File: config.mk
export PLATFORM = sky130hd
export DESIGN_NAME = sp_issue_ctrl_flat
export DESIGN_NICKNAME = d
export VERILOG_FILES = /design/src/rtl/sp_pkg.sv /design/src/rtl/sp_issue_ctrl_if.sv /design/src/rtl/sp_prog_fifo.sv /design/src/rtl/sp_issue_ctrl.sv /design/src/flat_wrapper.sv
export SDC_FILE = /design/constraint.sdc
export NUM_CORES = 1
export LEC_CHECK = 0
export BUFFER_PORTS_ARGS = -buffer_cell sky130_fd_sc_hd__buf_4
export CORE_MARGIN = 2
export CORE_UTILIZATION = 60
export CTS_CLUSTER_DIAMETER = 50
export DETAILED_ROUTE_END_ITERATION = 8
export GPL_TIMING_DRIVEN = 0
export PLACE_DENSITY = 0.79
export SYNTH_ARGS = -nofsm -noshare
export SYNTH_HDL_FRONTEND = slang
export SYNTH_HIERARCHICAL = 1
export SYNTH_SLANG_ARGS = --single-unit
File: constraint.sdc
create_clock -name clk -period 4 [get_ports clk]
set_input_delay 0.4 -clock clk [delete_from_list [all_inputs] [get_ports clk]]
set_output_delay 0.4 -clock clk [all_outputs]
set_load 0.01 [all_outputs]
File: src/rtl/sp_pkg.sv
// -----------------------------------------------------------------------------
// sp_pkg
// Definitions shared by the SP core and its issue controller:
//   IW / DW       instruction and result widths
//   state_t, ST_* issue-controller FSM encoding
//   ERR_*         bit positions inside the controller's err[1:0] output
// -----------------------------------------------------------------------------
package sp_pkg;

    localparam int IW = 14;
    localparam int DW = 8;

    typedef logic [1:0] state_t;

    localparam state_t ST_IDLE  = 2'd0;
    localparam state_t ST_ISSUE = 2'd1;
    localparam state_t ST_DRAIN = 2'd2;
    localparam state_t ST_DONE  = 2'd3;

    localparam int ERR_TIMEOUT = 0;
    localparam int ERR_UNEXP   = 1;

endpackage

File: src/rtl/sp_issue_ctrl_if.sv
// -----------------------------------------------------------------------------
// sp_issue_ctrl_if
// Instruction/result bus between an SP initiator and the SP core.
//   in_valid, instruction : initiator -> SP
//   busy, out_valid, out  : SP -> initiator
// modport master : the initiator (sp_issue_ctrl)
// modport slave  : the SP core
// -----------------------------------------------------------------------------
interface sp_issue_ctrl_if;

    logic                   in_valid;
    logic [sp_pkg::IW-1:0]  instruction;
    logic                   busy;
    logic                   out_valid;
    logic [sp_pkg::DW-1:0]  out;

    modport master (
        output in_valid,
        output instruction,
        input  busy,
        input  out_valid,
        input  out
    );

    modport slave (
        input  in_valid,
        input  instruction,
        output busy,
        output out_valid,
        output out
    );

endinterface

File: src/rtl/sp_prog_fifo.sv
// -----------------------------------------------------------------------------
// sp_prog_fifo
// Synchronous DEPTH x W program FIFO with first-word-fall-through head.
// Ports:
//   clk, rst       clock, synchronous active-low reset (pointers/count only)
//   push/push_data write a word; ignored when full
//   pop            discard head; ignored when empty
//   head           word at the read pointer (valid when !empty)
//   full/empty     status flags
//   count          number of stored words (0..DEPTH)
// -----------------------------------------------------------------------------
module sp_prog_fifo #(
    parameter int DEPTH = 16,
    parameter int W     = 14
) (
    input  logic                     clk,
    input  logic                     rst,
    input  logic                     push,
    input  logic [W-1:0]             push_data,
    input  logic                     pop,
    output logic [W-1:0]             head,
    output logic                     full,
    output logic                     empty,
    output logic [$clog2(DEPTH):0]   count
);

    localparam int AW = $clog2(DEPTH);
    localparam logic [AW-1:0] PTR_ONE  = {{(AW-1){1'b0}}, 1'b1};
    localparam logic [AW:0]   CNT_ONE  = {{AW{1'b0}}, 1'b1};
    localparam logic [AW:0]   CNT_FULL = (AW+1)'(DEPTH);

    logic [W-1:0]  mem_q [DEPTH];
    logic [AW-1:0] wr_ptr_q, wr_ptr_d;
    logic [AW-1:0] rd_ptr_q, rd_ptr_d;
    logic [AW:0]   count_q, count_d;
    logic          do_push_s;
    logic          do_pop_s;

    // Qualify requests against the flags and compute next pointers/count.
    always_comb begin
        do_push_s = push && (count_q != CNT_FULL);
        do_pop_s  = pop  && (count_q != '0);

        if (do_push_s) begin
            wr_ptr_d = wr_ptr_q + PTR_ONE;
        end else begin
            wr_ptr_d = wr_ptr_q;
        end

        if (do_pop_s) begin
            rd_ptr_d = rd_ptr_q + PTR_ONE;
        end else begin
            rd_ptr_d = rd_ptr_q;
        end

        case ({do_push_s, do_pop_s})
            2'b10:   count_d = count_q + CNT_ONE;
            2'b01:   count_d = count_q - CNT_ONE;
            default: count_d = count_q;
        endcase
    end

    // Pointer and occupancy registers.
    always_ff @(posedge clk) begin
        if (!rst) begin
            wr_ptr_q <= '0;
            rd_ptr_q <= '0;
            count_q  <= '0;
        end else begin
            wr_ptr_q <= wr_ptr_d;
            rd_ptr_q <= rd_ptr_d;
            count_q  <= count_d;
        end
    end

    // Storage array; contents are don't-care until written, so no reset.
    always_ff @(posedge clk) begin
        if (do_push_s) begin
            mem_q[wr_ptr_q] <= push_data;
        end
    end

    assign head  = mem_q[rd_ptr_q];
    assign full  = (count_q == CNT_FULL);
    assign empty = (count_q == '0);
    assign count = count_q;

endmodule

File: src/rtl/sp_issue_ctrl.sv
// -----------------------------------------------------------------------------
// sp_issue_ctrl
// Initiator for the SP instruction port. A host loads a program into the
// internal queue, pulses start, and the block issues the words to SP
// (respecting busy, with at least one idle cycle between issues), collects
// SP results with an ordinal tag, and flags completion/timeout/extra results.
// Ports:
//   clk, rst                 clock, synchronous active-low reset
//   prog_valid/instr/ready   host program load handshake (IDLE/DONE only)
//   start, exp_cnt           begin a run; exp_cnt latched at start
//   sp (master modport)      in_valid/instruction out, busy/out_valid/out in
//   res_valid/data/idx       one-cycle strobe per captured SP result
//   done                     level, run finished
//   err                      [0] timeout, [1] unexpected result; sticky
// -----------------------------------------------------------------------------
module sp_issue_ctrl
    import sp_pkg::*;
#(
    parameter int DEPTH   = 16,
    parameter int TIMEOUT = 1023
) (
    input  logic                  clk,
    input  logic                  rst,
    input  logic                  prog_valid,
    input  logic [IW-1:0]         prog_instr,
    output logic                  prog_ready,
    input  logic                  start,
    input  logic [7:0]            exp_cnt,
    sp_issue_ctrl_if.master       sp,
    output logic                  res_valid,
    output logic [DW-1:0]         res_data,
    output logic [7:0]            res_idx,
    output logic                  done,
    output logic [1:0]            err
);

    localparam int AW = $clog2(DEPTH);
    localparam int TW = $clog2(TIMEOUT + 1);
    localparam logic [AW:0]   FIFO_ONE  = {{AW{1'b0}}, 1'b1};
    localparam logic [TW-1:0] IDLE_ONE  = {{(TW-1){1'b0}}, 1'b1};
    localparam logic [TW-1:0] IDLE_LAST = TW'(TIMEOUT - 1);

    state_t          state_q, state_d;
    logic            gap_q, gap_d;
    logic [7:0]      exp_q, exp_d;
    logic [7:0]      cnt_q, cnt_d;
    logic [TW-1:0]   idle_q, idle_d;
    logic            in_valid_q, in_valid_d;
    logic [IW-1:0]   instr_q, instr_d;
    logic            res_valid_q, res_valid_d;
    logic [DW-1:0]   res_data_q, res_data_d;
    logic [7:0]      res_idx_q, res_idx_d;
    logic            done_q, done_d;
    logic [1:0]      err_q, err_d;

    logic            push_s;
    logic            pop_s;
    logic            prog_ready_s;
    logic [IW-1:0]   fifo_head_s;
    logic            fifo_full_s;
    logic            fifo_empty_s;
    logic [AW:0]     fifo_count_s;

    sp_prog_fifo #(
        .DEPTH (DEPTH),
        .W     (IW)
    ) u_fifo (
        .clk       (clk),
        .rst       (rst),
        .push      (push_s),
        .push_data (prog_instr),
        .pop       (pop_s),
        .head      (fifo_head_s),
        .full      (fifo_full_s),
        .empty     (fifo_empty_s),
        .count     (fifo_count_s)
    );

    // Loading is allowed whenever no run is in progress.
    always_comb begin
        prog_ready_s = ((state_q == ST_IDLE) || (state_q == ST_DONE)) && !fifo_full_s;
        push_s       = prog_valid && prog_ready_s;
    end

    // Next-state logic: FSM, issue pacing, result capture and timeout.
    always_comb begin
        state_d     = state_q;
        gap_d       = 1'b0;
        exp_d       = exp_q;
        cnt_d       = cnt_q;
        idle_d      = '0;
        in_valid_d  = 1'b0;
        instr_d     = '0;
        res_valid_d = 1'b0;
        res_data_d  = res_data_q;
        res_idx_d   = res_idx_q;
        done_d      = done_q;
        err_d       = err_q;
        pop_s       = 1'b0;

        // Results are captured in every state but IDLE, including ISSUE.
        if ((state_q != ST_IDLE) && sp.out_valid) begin
            res_valid_d = 1'b1;
            res_data_d  = sp.out;
            res_idx_d   = cnt_q;
            cnt_d       = cnt_q + 8'd1;
            if (cnt_q == exp_q) begin
                err_d[ERR_UNEXP] = 1'b1;
            end else begin
                err_d[ERR_UNEXP] = err_q[ERR_UNEXP];
            end
        end else begin
            res_valid_d = 1'b0;
        end

        case (state_q)
            ST_IDLE, ST_DONE: begin
                if (start) begin
                    exp_d  = exp_cnt;
                    cnt_d  = 8'd0;
                    err_d  = 2'b00;
                    done_d = 1'b0;
                    if (!fifo_empty_s) begin
                        state_d = ST_ISSUE;
                    end else if (exp_cnt == 8'd0) begin
                        // Nothing to issue and nothing to wait for.
                        state_d = ST_DONE;
                        done_d  = 1'b1;
                    end else begin
                        state_d = ST_DRAIN;
                    end
                end else begin
                    state_d = state_q;
                end
            end

            ST_ISSUE: begin
                // gap forces an idle cycle after each issue so SP can
                // raise busy before the next busy sample.
                if (!sp.busy && !gap_q && !fifo_empty_s) begin
                    in_valid_d = 1'b1;
                    instr_d    = fifo_head_s;
                    pop_s      = 1'b1;
                    gap_d      = 1'b1;
                    if (fifo_count_s == FIFO_ONE) begin
                        state_d = ST_DRAIN;
                    end else begin
                        state_d = ST_ISSUE;
                    end
                end else begin
                    gap_d = 1'b0;
                    if (fifo_empty_s) begin
                        state_d = ST_DRAIN;
                    end else begin
                        state_d = ST_ISSUE;
                    end
                end
            end

            ST_DRAIN: begin
                // Completion is checked before expiry so a final result in
                // the expiry cycle wins over the timeout.
                if ((cnt_d == exp_q) || err_d[ERR_UNEXP]) begin
                    state_d = ST_DONE;
                    done_d  = 1'b1;
                end else if (!sp.out_valid && (idle_q == IDLE_LAST)) begin
                    err_d[ERR_TIMEOUT] = 1'b1;
                    state_d            = ST_DONE;
                    done_d             = 1'b1;
                end else if (sp.out_valid) begin
                    idle_d = '0;
                end else begin
                    idle_d = idle_q + IDLE_ONE;
                end
            end

            default: begin
                state_d = ST_IDLE;
            end
        endcase
    end

    // Control and output registers.
    always_ff @(posedge clk) begin
        if (!rst) begin
            state_q     <= ST_IDLE;
            gap_q       <= 1'b0;
            exp_q       <= 8'd0;
            cnt_q       <= 8'd0;
            idle_q      <= '0;
            in_valid_q  <= 1'b0;
            instr_q     <= '0;
            res_valid_q <= 1'b0;
            res_data_q  <= '0;
            res_idx_q   <= 8'd0;
            done_q      <= 1'b0;
            err_q       <= 2'b00;
        end else begin
            state_q     <= state_d;
            gap_q       <= gap_d;
            exp_q       <= exp_d;
            cnt_q       <= cnt_d;
            idle_q      <= idle_d;
            in_valid_q  <= in_valid_d;
            instr_q     <= instr_d;
            res_valid_q <= res_valid_d;
            res_data_q  <= res_data_d;
            res_idx_q   <= res_idx_d;
            done_q      <= done_d;
            err_q       <= err_d;
        end
    end

    assign sp.in_valid    = in_valid_q;
    assign sp.instruction = instr_q;
    assign prog_ready     = prog_ready_s;
    assign res_valid      = res_valid_q;
    assign res_data       = res_data_q;
    assign res_idx        = res_idx_q;
    assign done           = done_q;
    assign err            = err_q;

endmodule

File: src/flat_wrapper.sv
// flat-port wrapper written by rule: the top's interface ports become plain ports
module sp_issue_ctrl_flat import sp_pkg::*;
#(
    parameter int DEPTH   = 16,
    parameter int TIMEOUT = 1023
)
  (clk, rst, prog_valid, prog_instr, prog_ready, start, exp_cnt, res_valid, res_data, res_idx, done, err, sp_in_valid, sp_instruction, sp_busy, sp_out_valid, sp_out);
  sp_issue_ctrl_if sp_i ();
  input  logic clk;
  input  logic rst;
  input  logic prog_valid;
  input  logic [IW-1:0] prog_instr;
  output logic prog_ready;
  input  logic start;
  input  logic [7:0] exp_cnt;
  output logic res_valid;
  output logic [DW-1:0] res_data;
  output logic [7:0] res_idx;
  output logic done;
  output logic [1:0] err;
  output wire logic [$bits(sp_i.in_valid)-1:0] sp_in_valid;
  output wire logic [$bits(sp_i.instruction)-1:0] sp_instruction;
  input wire logic [$bits(sp_i.busy)-1:0] sp_busy;
  input wire logic [$bits(sp_i.out_valid)-1:0] sp_out_valid;
  input wire logic [$bits(sp_i.out)-1:0] sp_out;
  assign sp_in_valid = sp_i.in_valid;
  assign sp_instruction = sp_i.instruction;
  assign sp_i.busy = sp_busy;
  assign sp_i.out_valid = sp_out_valid;
  assign sp_i.out = sp_out;
  sp_issue_ctrl #(.DEPTH(DEPTH), .TIMEOUT(TIMEOUT)) u_core (.clk(clk), .rst(rst), .prog_valid(prog_valid), .prog_instr(prog_instr), .prog_ready(prog_ready), .start(start), .exp_cnt(exp_cnt), .sp(sp_i), .res_valid(res_valid), .res_data(res_data), .res_idx(res_idx), .done(done), .err(err));
endmodule
==> impl_results.md, run 1 <==
* Critical Path Sink Type: flop
* Commonest cells post-synth: edfxtp_1, nand2_1, dfxtp_1
* Sequential Power Share at 0.485
* Drt wl/cell at 21.5 um
* Gr usage total at 0.245
* Worst-Skew Late Latency at roughly 0.56 ns
* Area of the mapped netlist at 12,200 um2
* Hold WC Path Type: in -> reg
* Clock buffer depth at 3
* Type of origin of the critical path: flop
* Gpl congestion at approximately 0.82
* Internal at between 5 and 6 mW
* Root Buffer: clkbuf_16
* Metal2 WL at ~13 mm
* Top routing layer in use: met4
* FILL cells at between 1,000 and 1,500
* Starting Density at 0.607
* Highest Clock Rate at roughly 270 MHz
* Final hold vios at 0
* Final worst clock skew at 0.0135 ns
* Max-cap violation count at 0
* CTS H-tree depth at 1
* Min Tclk post-route at roughly 3.7 ns
* Setup Viol. Count Final at 0
* Total wire length at ~26 mm
* Crit-path max FO at 11
* Post-Synthesis Cells at just under 800
* RSZ-0062 raised after global routing: no
* Outcome: complete, no violations
* Inst Count DP at around 1,100
* CTS Sinks at 304
* Initial antenna violation count at 0
* Synth Flop Type: edfxtp_1
* Avg Vias per Cell at roughly 6.0
* Post-CTS Setup Bufs at 0
* Routed via count at 7,168
* Grt ovf at 0
* Top area cells in the synthesized netlist: edfxtp_1, dfxtp_1, mux4_2, nand2_1, a22oi_1
* Post-synth EDFFs at about 220
* Net Sw Power at 1.84 mW
* Crit path from: u_core/u_fifo/count[1]
* Worst r2r src: u_core/u_fifo/count[1]
* First-pass GRT wire length at 40.0 mm
* Synthesized Nets at ~840
* CORE AREA at between 20,000 and 25,000 um2
* N_diodes at 0
* DRC violations left at 0
* Avg Cell Area, Syn at ~15 um2
* Crit Path Category: reg -> reg
* Row Count at 52
* Reg clk slew, reported paths at around 0.060 ns
* DIE AREA at ~21,000 um2
* Worst EP required at between 4 and 5 ns
* Post-route ant nets at 0
* Yosys reg bits at 304
* Vias in the first global route at roughly 7,000
* WP data arrival at 4.18 ns
* Die width at 146 um
* Leakage Power at a little under 5 nW
* TritonRoute pass-1 iters at 7
* Clock share of power at 0.381
* IO Pins at 72
* Count leader, synth: edfxtp_1
* Synth warn at 6
* Gate power share at 0.134
* Die Ht at approximately 150 um
* Switching share of power at 0.246
* CTS buffer count at 31
* CTS tree: yes
* Layout cells sized above 1 at 0.229
* Worst-margin pin slew at around 1.1 ns
* Pre-CTS setup slack at -0.211 ns
* Layout Nets at approximately 950
* Async SR Flop Fraction at 0
* Period utilization at 0.927
* IO buf count at 71
* Hold Path Origin: sp_out[2]
* Pwr Density at between 500 and 600 nW/um2
* Initial DRC Count at slightly above 600
* Setup WS post-layout at 0.290 ns
* Wl on met1 at 10.3 mm
* Hpwl dp at 16.5 mm
* Cell taking the most area after synthesis: edfxtp_1
* Distinct cell type count after synthesis at between 50 and 60
* Seq/Total Area, Yosys at 0.685
* Largest net degree at the start of global routing at 17
* Synthesis-to-layout area growth at 16.5%
* Share of the synthesized area in the top cell type at 0.553
* Relative slew slack at 0.287
* Max VDD drop at around 0.41 mV
* Slew Viols, Final at 0
* Layout Cells excl Fill at approximately 1,200
* Detail Route met3 WL at 2.05 mm
* Setup_tns at 0 ns
[cells by family (layout without fill, tap and decap cells)]
group	after synthesis	after routing	synth area share
DFF	304	304	0.685
muxes	60	60	0.107
adders and majority gates	15	15	0.0154
buffers and inverters	58	193	0.0197
xor gates and xnor gates	31	31	0.0229
and+or+nand+nor	225	225	0.0941
AOI/OAI and AO/OA	93	93	0.0563
[worst max-delay path, cell delays in order (launching register included)]
cell	delay [ns]
dfxtp_1	0.32
buf_6	0.14
or4_4	0.57
nor2_4	0.16
nand2b_1	0.19
nor3_4	0.09
clkbuf_2	0.24
o21ai_4	0.15
inv_1	0.09
ha_1	0.22
clkbuf_1	0.22
xor2_1	0.19
ha_1	0.26
and4b_1	0.20
a211oi_1	0.31
o2111ai_1	0.17
o211ai_1	0.12
[final timing paths]
| check | to | slack, ns | cells after the start |
|---|---|---|---|
| worst min-delay path | u_core/res_data[2] | 0.11 | 3 |
| worst min register to register | u_core/res_idx[4] | 0.46 | 2 |
| worst max-delay path | u_core/u_fifo/count[4] | 0.29 | 16 |
| worst max register to register | u_core/u_fifo/count[4] | 0.29 | 16 |
[registers in the layout, indices dropped and copies added (netlist names), 2 cells and up, named ones only]
| name | count |
|---|---|
| u_core/u_fifo/count | 5 |
| u_core/exp_q | 8 |
| u_core/idle_q | 10 |
| u_core/u_fifo/mem_q | 224 |
| u_core/u_fifo/wr_ptr_q | 4 |
| u_core/u_fifo/rd_ptr_q | 4 |
| u_core/res_idx | 8 |
| u_core/state_q | 2 |
| u_core/err | 2 |
| u_core/res_data | 8 |
| u_core/sp.instruction | 14 |
| u_core/cnt_q | 8 |
[power groups by stage]
stage,sequential (mW),combinational [mW],clock [mW]
floorplan,3.69,0.616,0
global placement,3.70,0.904,0
detailed placement,3.70,0.973,0
CTS,3.64,0.988,2.91
global route,3.65,1.10,3.03
finish,3.64,1.00,2.85
[metal layers]
metal / GRT usage / up-vias
met5: 0 / -
met4: 0.0718 / 0
met3: 0.0447 / 43
met2: 0.401 / 340
met1: 0.343 / 3561
li1: - / 3224
[through the flow]
stage               instance area, um2  hold WS, ns  total power, mW  utilization
floorplan                        12200        0.451             4.31            -
global placement                 13000        0.451             4.61        0.651
detailed placement               13100        0.458             4.68        0.656
CTS                              14200       0.0904             7.53        0.706
global route                     14200        0.116             7.78        0.707
finish                           14200        0.108             7.49        0.707
[final cells by class]
class,instances,area (um2),share of cell area
inverters,16,60.1,0.00424
clock buffers,40,810,0.0571
repair buffers,79,601,0.0424
plain buffers,42,181,0.0128
well taps,270,338,0.0238
multi-input cells,424,3650,0.258
clock inverters,16,203,0.0143
flip-flops and latches,304,8330,0.588
[repair_timing]
item,CTS,global route
setup endpoints to repair,2,2
resized for setup,1,5
hold buffers,0,0
[cell usage in the layout, fill, tap and decap left out, types with 3 or more instances in the layout]
cell type and n:
a21boi_0 27, a21oi_1 7, a22oi_1 28, and2_1 21, and3_1 17, buf_1 3
buf_2 9, buf_4 78, buf_6 3, bufinv_16 4, clkbuf_1 36, clkbuf_16 31
clkinv_1 3, clkinv_2 3, dfxtp_1 80, edfxtp_1 224, ha_1 15, inv_1 15
mux2i_1 4, mux4_2 56, nand2_1 82, nand2b_1 4, nand3_1 11, nand4_1 6
nand4b_1 3, nor2_1 34, nor2_2 5, nor2b_1 6, nor3_1 6, nor3b_1 5
nor4_1 5, nor4_2 5, o211ai_1 4, o21a_1 3, o21ai_0 7, xnor2_1 14
xor2_1 16
Note: power is estimated with default switching activity, not from simulation.
==> run 2, diff against run 1 <==
BUFFER_PORTS_ARGS = unset   (was -buffer_cell sky130_fd_sc_hd__buf_4)
DONT_BUFFER_PORTS = 1   (was unset)
PLACE_DENSITY = unset   (was 0.79)
PLACE_DENSITY_LB_ADDON = 0.1   (was unset)
==> impl_results.md, run 2 (same netlist as run 1, synthesis figures left out) <==
* Slew Viols, Final at 0 (unchanged)
* Row Count at 52 (unchanged)
* CORE AREA at 20,000 um2 (unchanged)
* Grt ovf at 0 (unchanged)
* Type of origin of the critical path: flop (unchanged)
* Internal at 5.79 mW (was 5.65 mW)
* Flop2flop setup slack at 0.24 ns (was 0.29 ns)
* WP data arrival at 4.18 ns (about the same)
* Max reg flops at 224 (unchanged)
* Cells on worst reg2reg path at 16 (unchanged)
* Drt wl/cell at 23.3 um (was 21.5 um)
* Pwr Density at 548 nW/um2 (was 529 nW/um2)
* Gr usage total at 0.254 (was 0.245)
* Total wire length at 26.6 mm (was 25.6 mm)
* Max VDD drop at 0.479 mV (was 0.407 mV)
* Period utilization at 0.939 (was 0.927)
* Layout cells sized above 1 at 0.172 (was 0.229)
* IO buf count at 0 (was 71)
* Largest Register: u_core/u_fifo/mem_q (unchanged)
* RSZ-0062 raised after global routing: no (unchanged)
* CTS Sinks at 304 (unchanged)
* Reg clk slew, reported paths at 0.05 ns (was 0.06 ns)
* Register Area at 8330 um2 (unchanged)
* Worst r2r src: u_core/u_fifo/count[1] (unchanged)
* Clock share of power at 0.403 (was 0.381)
* Pre-CTS setup slack at -0.280 ns (was -0.211 ns)
* Crit Path Category: reg -> reg (unchanged)
* Final hold vios at 0 (unchanged)
* Max-cap violation count at 0 (unchanged)
* DIE AREA at 21,400 um2 (unchanged)
* Clock buffer depth at 3 (unchanged)
* Area occupied by multi-input gates at 3650 um2 (unchanged)
* Initial DRC Count at 694 (was 607)
* Min-Delay Path Depth at 2 (was 3)
* Highest Clock Rate at 266 MHz (was 270 MHz)
* IO Pins at 72 (unchanged)
* Crit-path max FO at 11 (unchanged)
* Gate power share at 0.119 (was 0.134)
* Crit path from: u_core/u_fifo/count[1] (unchanged)
* Vias in the first global route at 7,096 (was 7,044)
* CTS buffer count at 34 (was 31)
* Largest net degree at the start of global routing at 17 (unchanged)
* Avg Vias per Cell at 6.10 (was 6.02)
* Setup Viol. Count Final at 0 (unchanged)
* Most common cell after layout, fill and taps aside: edfxtp_1 (unchanged)
* Setup WS post-layout at 0.242 ns (was 0.290 ns)
* Outcome: complete, no violations (unchanged)
* Root Buffer: clkbuf_16 (unchanged)
* Final worst clock skew at 0.0188 ns (was 0.0135 ns)
* TritonRoute pass-1 iters at 5 (was 7)
* Starting Density at 0.607 (unchanged)
* Die Ht at 146 um (unchanged)
* Sequential Power Share at 0.478 (was 0.485)
* Synthesis-to-layout area growth at 14.7% (was 16.5%)
* Hold_ws at 0.0517 ns (was 0.108 ns)
* Gpl congestion at 0.846 (was 0.818)
* Most frequent cells in the layout: edfxtp_1, nand2_1, dfxtp_1 (unchanged)
* CTS H-tree depth at 2 (was 1)
* DRC violations left at 0 (unchanged)
* Hold WC Path Type: in -> reg (unchanged)
* Worst EP required at 4.42 ns (was 4.47 ns)
* Crit path to: u_core/u_fifo/count[4] (unchanged)
* Switching share of power at 0.243 (was 0.246)
* Die width at 146 um (unchanged)
* Post-route ant nets at 0 (unchanged)
* Net Sw Power at 1.86 mW (was 1.84 mW)
* Routed via count at 6,980 (was 7,168)
* CTS tree: yes (unchanged)
* Leakage Power at 4.66 nW (was 4.87 nW)
* Post-CTS Setup Bufs at 0 (unchanged)
* Worst r2r dst: u_core/u_fifo/count[4] (unchanged)
* FILL cells at 1,361 (was 1,299)
* Initial antenna violation count at 1 (was 0)
* Worst-Skew Late Latency at 0.50 ns (was 0.56 ns)
* Layout Nets at 899 (was 949)
* Worst-margin pin slew at 1.03 ns (was 1.07 ns)
* First-pass GRT wire length at 40.8 mm (was 40.0 mm)
* Critical Path Sink Type: flop (unchanged)
* Min Tclk post-route at 3.76 ns (was 3.71 ns)
* Relative slew slack at 0.312 (was 0.287)
* Hpwl dp at 17.0 mm (was 16.5 mm)
run 2: changes by cell type in the layout (fill, tap and decap cells not counted), moves of 2 or more:
cell | before | now
buf_4 | 78 | 9
buf_6 | 3 | 1
buf_8 | 0 | 4
bufinv_16 | 4 | 1
clkbuf_16 | 31 | 39
clkbuf_8 | 0 | 2
dlygate4sd3_1 | 0 | 14
inv_8 | 2 | 0
run 2: how the worst min path moves through the flow:
| stage | from | endpoint |
|---|---|---|
| finish | sp_out[0] | u_core/res_data[0] |
| global route | exp_cnt[2] | u_core/exp_q[2] |
| CTS | sp_out[0] | u_core/res_data[0] |
| detailed placement | u_core/exp_q[2] | u_core/exp_q[2] |
| global placement | u_core/state_q[1] | u_core/state_q[1] |
| floorplan | u_core/state_q[1] | u_core/state_q[1] |
run 2: routing by layer:
| metal | vias up | GRT usage | wire length (um) |
|---|---|---|---|
| met2 | 264 | 0.420 | 13300 |
| met1 | 3531 | 0.348 | 10700 |
| met3 | 56 | 0.0466 | 1900 |
| met4 | 0 | 0.0825 | 658 |
| li1 | 3129 | - | - |
| met5 | - | 0 | 0 |
run 2: critical path, stage by stage, from the launching register on:
cell and delay, ns:
dfxtp_1 0.32, buf_6 0.14, or4_4 0.56, nor2_4 0.17, nand2b_1 0.22, nor3_4 0.10
clkbuf_2 0.24, o21ai_4 0.14, inv_1 0.09, ha_1 0.22, clkbuf_1 0.22, xor2_1 0.20
ha_1 0.26, and4b_1 0.21, a211oi_1 0.31, o2111ai_1 0.17, o211ai_1 0.12
run 2: power groups by stage:
| stage | clock network [mW] | logic, mW | registers [mW] |
|---|---|---|---|
| floorplan | 0 | 0.616 | 3.69 |
| global placement | 0 | 0.779 | 3.72 |
| detailed placement | 0 | 0.845 | 3.72 |
| CTS | 3.13 | 0.897 | 3.66 |
| global route | 3.27 | 1.00 | 3.67 |
| finish | 3.09 | 0.911 | 3.66 |
run 2: per-stage QoR:
stage                     TNS, ns   util  std cells  area [um2]  power [mW]
final                           0  0.697       1145       14000        7.65
after global routing            0  0.697       1145       14000        7.94
after CTS                       0  0.696       1144       13900        7.68
after detailed placement   -0.530  0.632       1068       12700        4.56
after global placement     -65.92  0.624       1056       12500        4.50
after floorplan                 0      -        786       12200        4.31
run 2: repair_timing:
item,4_1_cts,5_1_grt
gates cloned,0,0
endpoints found under the setup margin,2,2
hold endpoints to repair,224,0
resized for setup,2,3
hold buffers,14,0
run 2: cell type report:
type                       instances  share of cell area
buffer                            42              0.0130
clock buffer                      52              0.0751
clock inverter                    10             0.00636
multi-input combinational        424               0.262
sequential                       304               0.597
antenna                            1            0.000179
timing repair buffer              26              0.0186
inverter                          16             0.00430
tap                              270              0.0242
==> run 3, diff against run 2 <==
==> constraint.sdc (replaced) <==
create_clock -name clk -period 4 [get_ports clk]
set_input_delay 0.8 -clock clk [delete_from_list [all_inputs] [get_ports clk]]
set_output_delay 0.8 -clock clk [all_outputs]
set_load 0.01 [all_outputs]
==> impl_results.md, run 3 (same netlist as run 1, synthesis figures left out) <==
* Metal2 WL at 12.9 mm (was 13.3 mm)
* Gpl congestion at 0.846 (unchanged)
* Initial antenna violation count at 0 (was 1)
* Final hold vios at 0 (unchanged)
* Setup Viol. Count Final at 0 (unchanged)
* Drt wl/cell at 23.1 um (was 23.3 um)
* Outcome: complete, no violations (unchanged)
* Top routing layer in use: met4 (unchanged)
* WHS Endpoint: u_core/u_fifo/mem_q[5][5] (was u_core/res_data[0])
* Critical Path Sink Type: flop (unchanged)
* Worst r2r dst: u_core/u_fifo/count[4] (unchanged)
* Resized cells post-CTS at 2 (unchanged)
* Die Ht at 146 um (unchanged)
* Max reg flops at 224 (unchanged)
* Min-Delay Path Depth at 0 (was 2)
* Synthesis-to-layout area growth at 13.6% (was 14.7%)
* Worst-margin pin slew at 1.05 ns (was 1.03 ns)
* Root Buffer: clkbuf_16 (unchanged)
* Crit Path Category: reg -> reg (unchanged)
* Leakage Power at 4.60 nW (was 4.66 nW)
* Post-CTS Setup Bufs at 0 (unchanged)
* Min Tclk post-route at 3.76 ns (about the same)
* Row Count at 52 (unchanged)
* Initial DRC Count at 656 (was 694)
* IO Pins at 72 (unchanged)
* Pwr Density at 550 nW/um2 (was 548 nW/um2)
* Layout Nets at 885 (was 899)
* Hold Path Origin: prog_instr[5] (was sp_out[0])
* Relative slew slack at 0.303 (was 0.312)
* WP data arrival at 4.19 ns (was 4.18 ns)
* Flop2flop setup slack at 0.24 ns (about the same)
* Crit-path cells: buf_6 > or4_4 > nor2_4 > nand2b_1 > nor3_4 > clkbuf_2 > o21ai_4 > inv_1 > ha_1 > clkbuf_1 > xor2_1 > ha_1 > and4b_1 > a211oi_1 > o2111ai_1 > o211ai_1 (unchanged)
* Hold buffer count at CTS at 0 (was 14)
* CTS Sinks at 304 (unchanged)
* Avg Vias per Cell at 6.16 (was 6.10)
* Slowest cell delay on critical path at 0.56 ns (about the same)
* DRC violations left at 0 (unchanged)
* Hold WC Path Type: in -> reg (unchanged)
* CTS H-tree depth at 2 (unchanged)
* Reg clk slew, reported paths at 0.06 ns (was 0.05 ns)
* Most frequent cells in the layout: edfxtp_1, nand2_1, dfxtp_1 (unchanged)
* Largest Register: u_core/u_fifo/mem_q (unchanged)
* Total wire length at 26.1 mm (was 26.6 mm)
* Worst-Skew Late Latency at 0.51 ns (was 0.50 ns)
* CP dominant cell by count: ha_1 (unchanged)
* Final core utilization at 0.689 (was 0.697)
* DIE AREA at 21,400 um2 (unchanged)
* Vias in the first global route at 7,046 (was 7,096)
* RSZ-0062 raised after global routing: no (unchanged)
* Final worst clock skew at 0.0169 ns (was 0.0188 ns)
* Worst EP required at 4.42 ns (about the same)
* N_diodes at 0 (was 1)
* Hpwl dp at 17.0 mm (unchanged)
* Grt ovf at 0 (unchanged)
* First-pass GRT wire length at 40.1 mm (was 40.8 mm)
* Crit-path max FO at 11 (unchanged)
* Final Total Pwr at 7.60 mW (was 7.65 mW)
* Cells on worst reg2reg path at 16 (unchanged)
* Largest net degree at the start of global routing at 17 (unchanged)
* IO buf count at 0 (unchanged)
* TritonRoute pass-1 iters at 5 (unchanged)
* CORE AREA at 20,000 um2 (unchanged)
* Worst r2r src: u_core/u_fifo/count[1] (unchanged)
* Type of origin of the critical path: flop (unchanged)
* Layout Cells excl Fill at 1,130 (was 1,145)
* FILL cells at 1,364 (was 1,361)
* Detail Route met3 WL at 1.87 mm (was 1.90 mm)
* Most common cell after layout, fill and taps aside: edfxtp_1 (unchanged)
* Highest Clock Rate at 266 MHz (about the same)
* CP max stage cell: or4_4 (unchanged)
* Slew Viols, Final at 0 (unchanged)
* Post-route ant nets at 0 (unchanged)
* Clock buffer depth at 3 (unchanged)
* Layout cells sized above 1 at 0.174 (was 0.172)
* Wl on met1 at 10.6 mm (was 10.7 mm)
* CTS buffer count at 34 (unchanged)
* Period utilization at 0.941 (was 0.939)
* Routed via count at 6,965 (was 6,980)
* CTS tree: yes (unchanged)
* Die width at 146 um (unchanged)
* Gr usage total at 0.249 (was 0.254)
* Max-cap violation count at 0 (unchanged)
* Starting Density at 0.607 (unchanged)
* Inst Count DP at 1,068 (unchanged)
* Max VDD drop at 0.446 mV (was 0.479 mV)
-- run 3: cell count changes in the layout (fill, tap and decap cells not counted) --
cell / before / now
dlygate4sd3_1: 14 / 0
diode_2: 1 / 0
-- run 3: per-layer routing --
metal,GRT usage,up-vias
met5,0,-
met4,0.0825,0
met3,0.0456,63
met2,0.411,280
met1,0.342,3517
li1,-,3105
-- run 3: cell type report --
class	count	area, um2	area share
Tap cell	270	338	0.0245
Sequential cell	304	8330	0.603
Inverter	16	60.1	0.00435
Clock inverter	10	88.8	0.00643
Multi-Input combinational cell	424	3650	0.264
Clock buffer	52	1050	0.0759
Buffer	42	181	0.0131
Timing Repair Buffer	12	120	0.00869
-- run 3: worst max path at each step --
stage / startpoint / to / slack [ns] / cells after the start
after floorplan: u_core/state_q[0] / u_core/u_fifo/mem_q[1][0] / 0.63 / 8
after global placement: u_core/state_q[0] / u_core/u_fifo/mem_q[1][11] / -1.19 / 8
after detailed placement: u_core/u_fifo/count[2] / u_core/u_fifo/count[4] / -0.28 / 16
after CTS: u_core/u_fifo/count[1] / u_core/u_fifo/count[4] / 0.1 / 16
after global routing: u_core/u_fifo/count[1] / u_core/u_fifo/count[2] / 0.04 / 16
final: u_core/u_fifo/count[1] / u_core/u_fifo/count[4] / 0.24 / 16
-- run 3: worst max-delay path: cells and delay by family, from the launching register on --
family | cells | cell delay [ns]
flops | 1 | 0.32
simple gates | 5 | 1.25
compound gates | 4 | 0.75
fa+ha+maj | 2 | 0.48
xor+xnor | 1 | 0.20
buf+inv | 4 | 0.69
-- run 3: power breakdown --
part / internal [mW] / total (mW) / switching, mW
Clock: 1.89 / 3.08 / 1.19
Combinational: 0.340 / 0.869 / 0.529
Sequential: 3.56 / 3.66 / 0.102
-- run 3: through the flow --
step / instance area (um2) / TNS (ns) / hold WS, ns / worst slack (ns)
2_1_floorplan: 12200 / 0 / 0.451 / 0.630
3_3_place_gp: 12500 / -65.92 / 0.463 / -1.19
3_5_place_dp: 12700 / -0.530 / 0.474 / -0.280
4_1_cts: 13800 / 0 / 0.371 / 0.0986
5_1_grt: 13800 / 0 / 0.364 / 0.0402
6_report: 13800 / 0 / 0.387 / 0.236
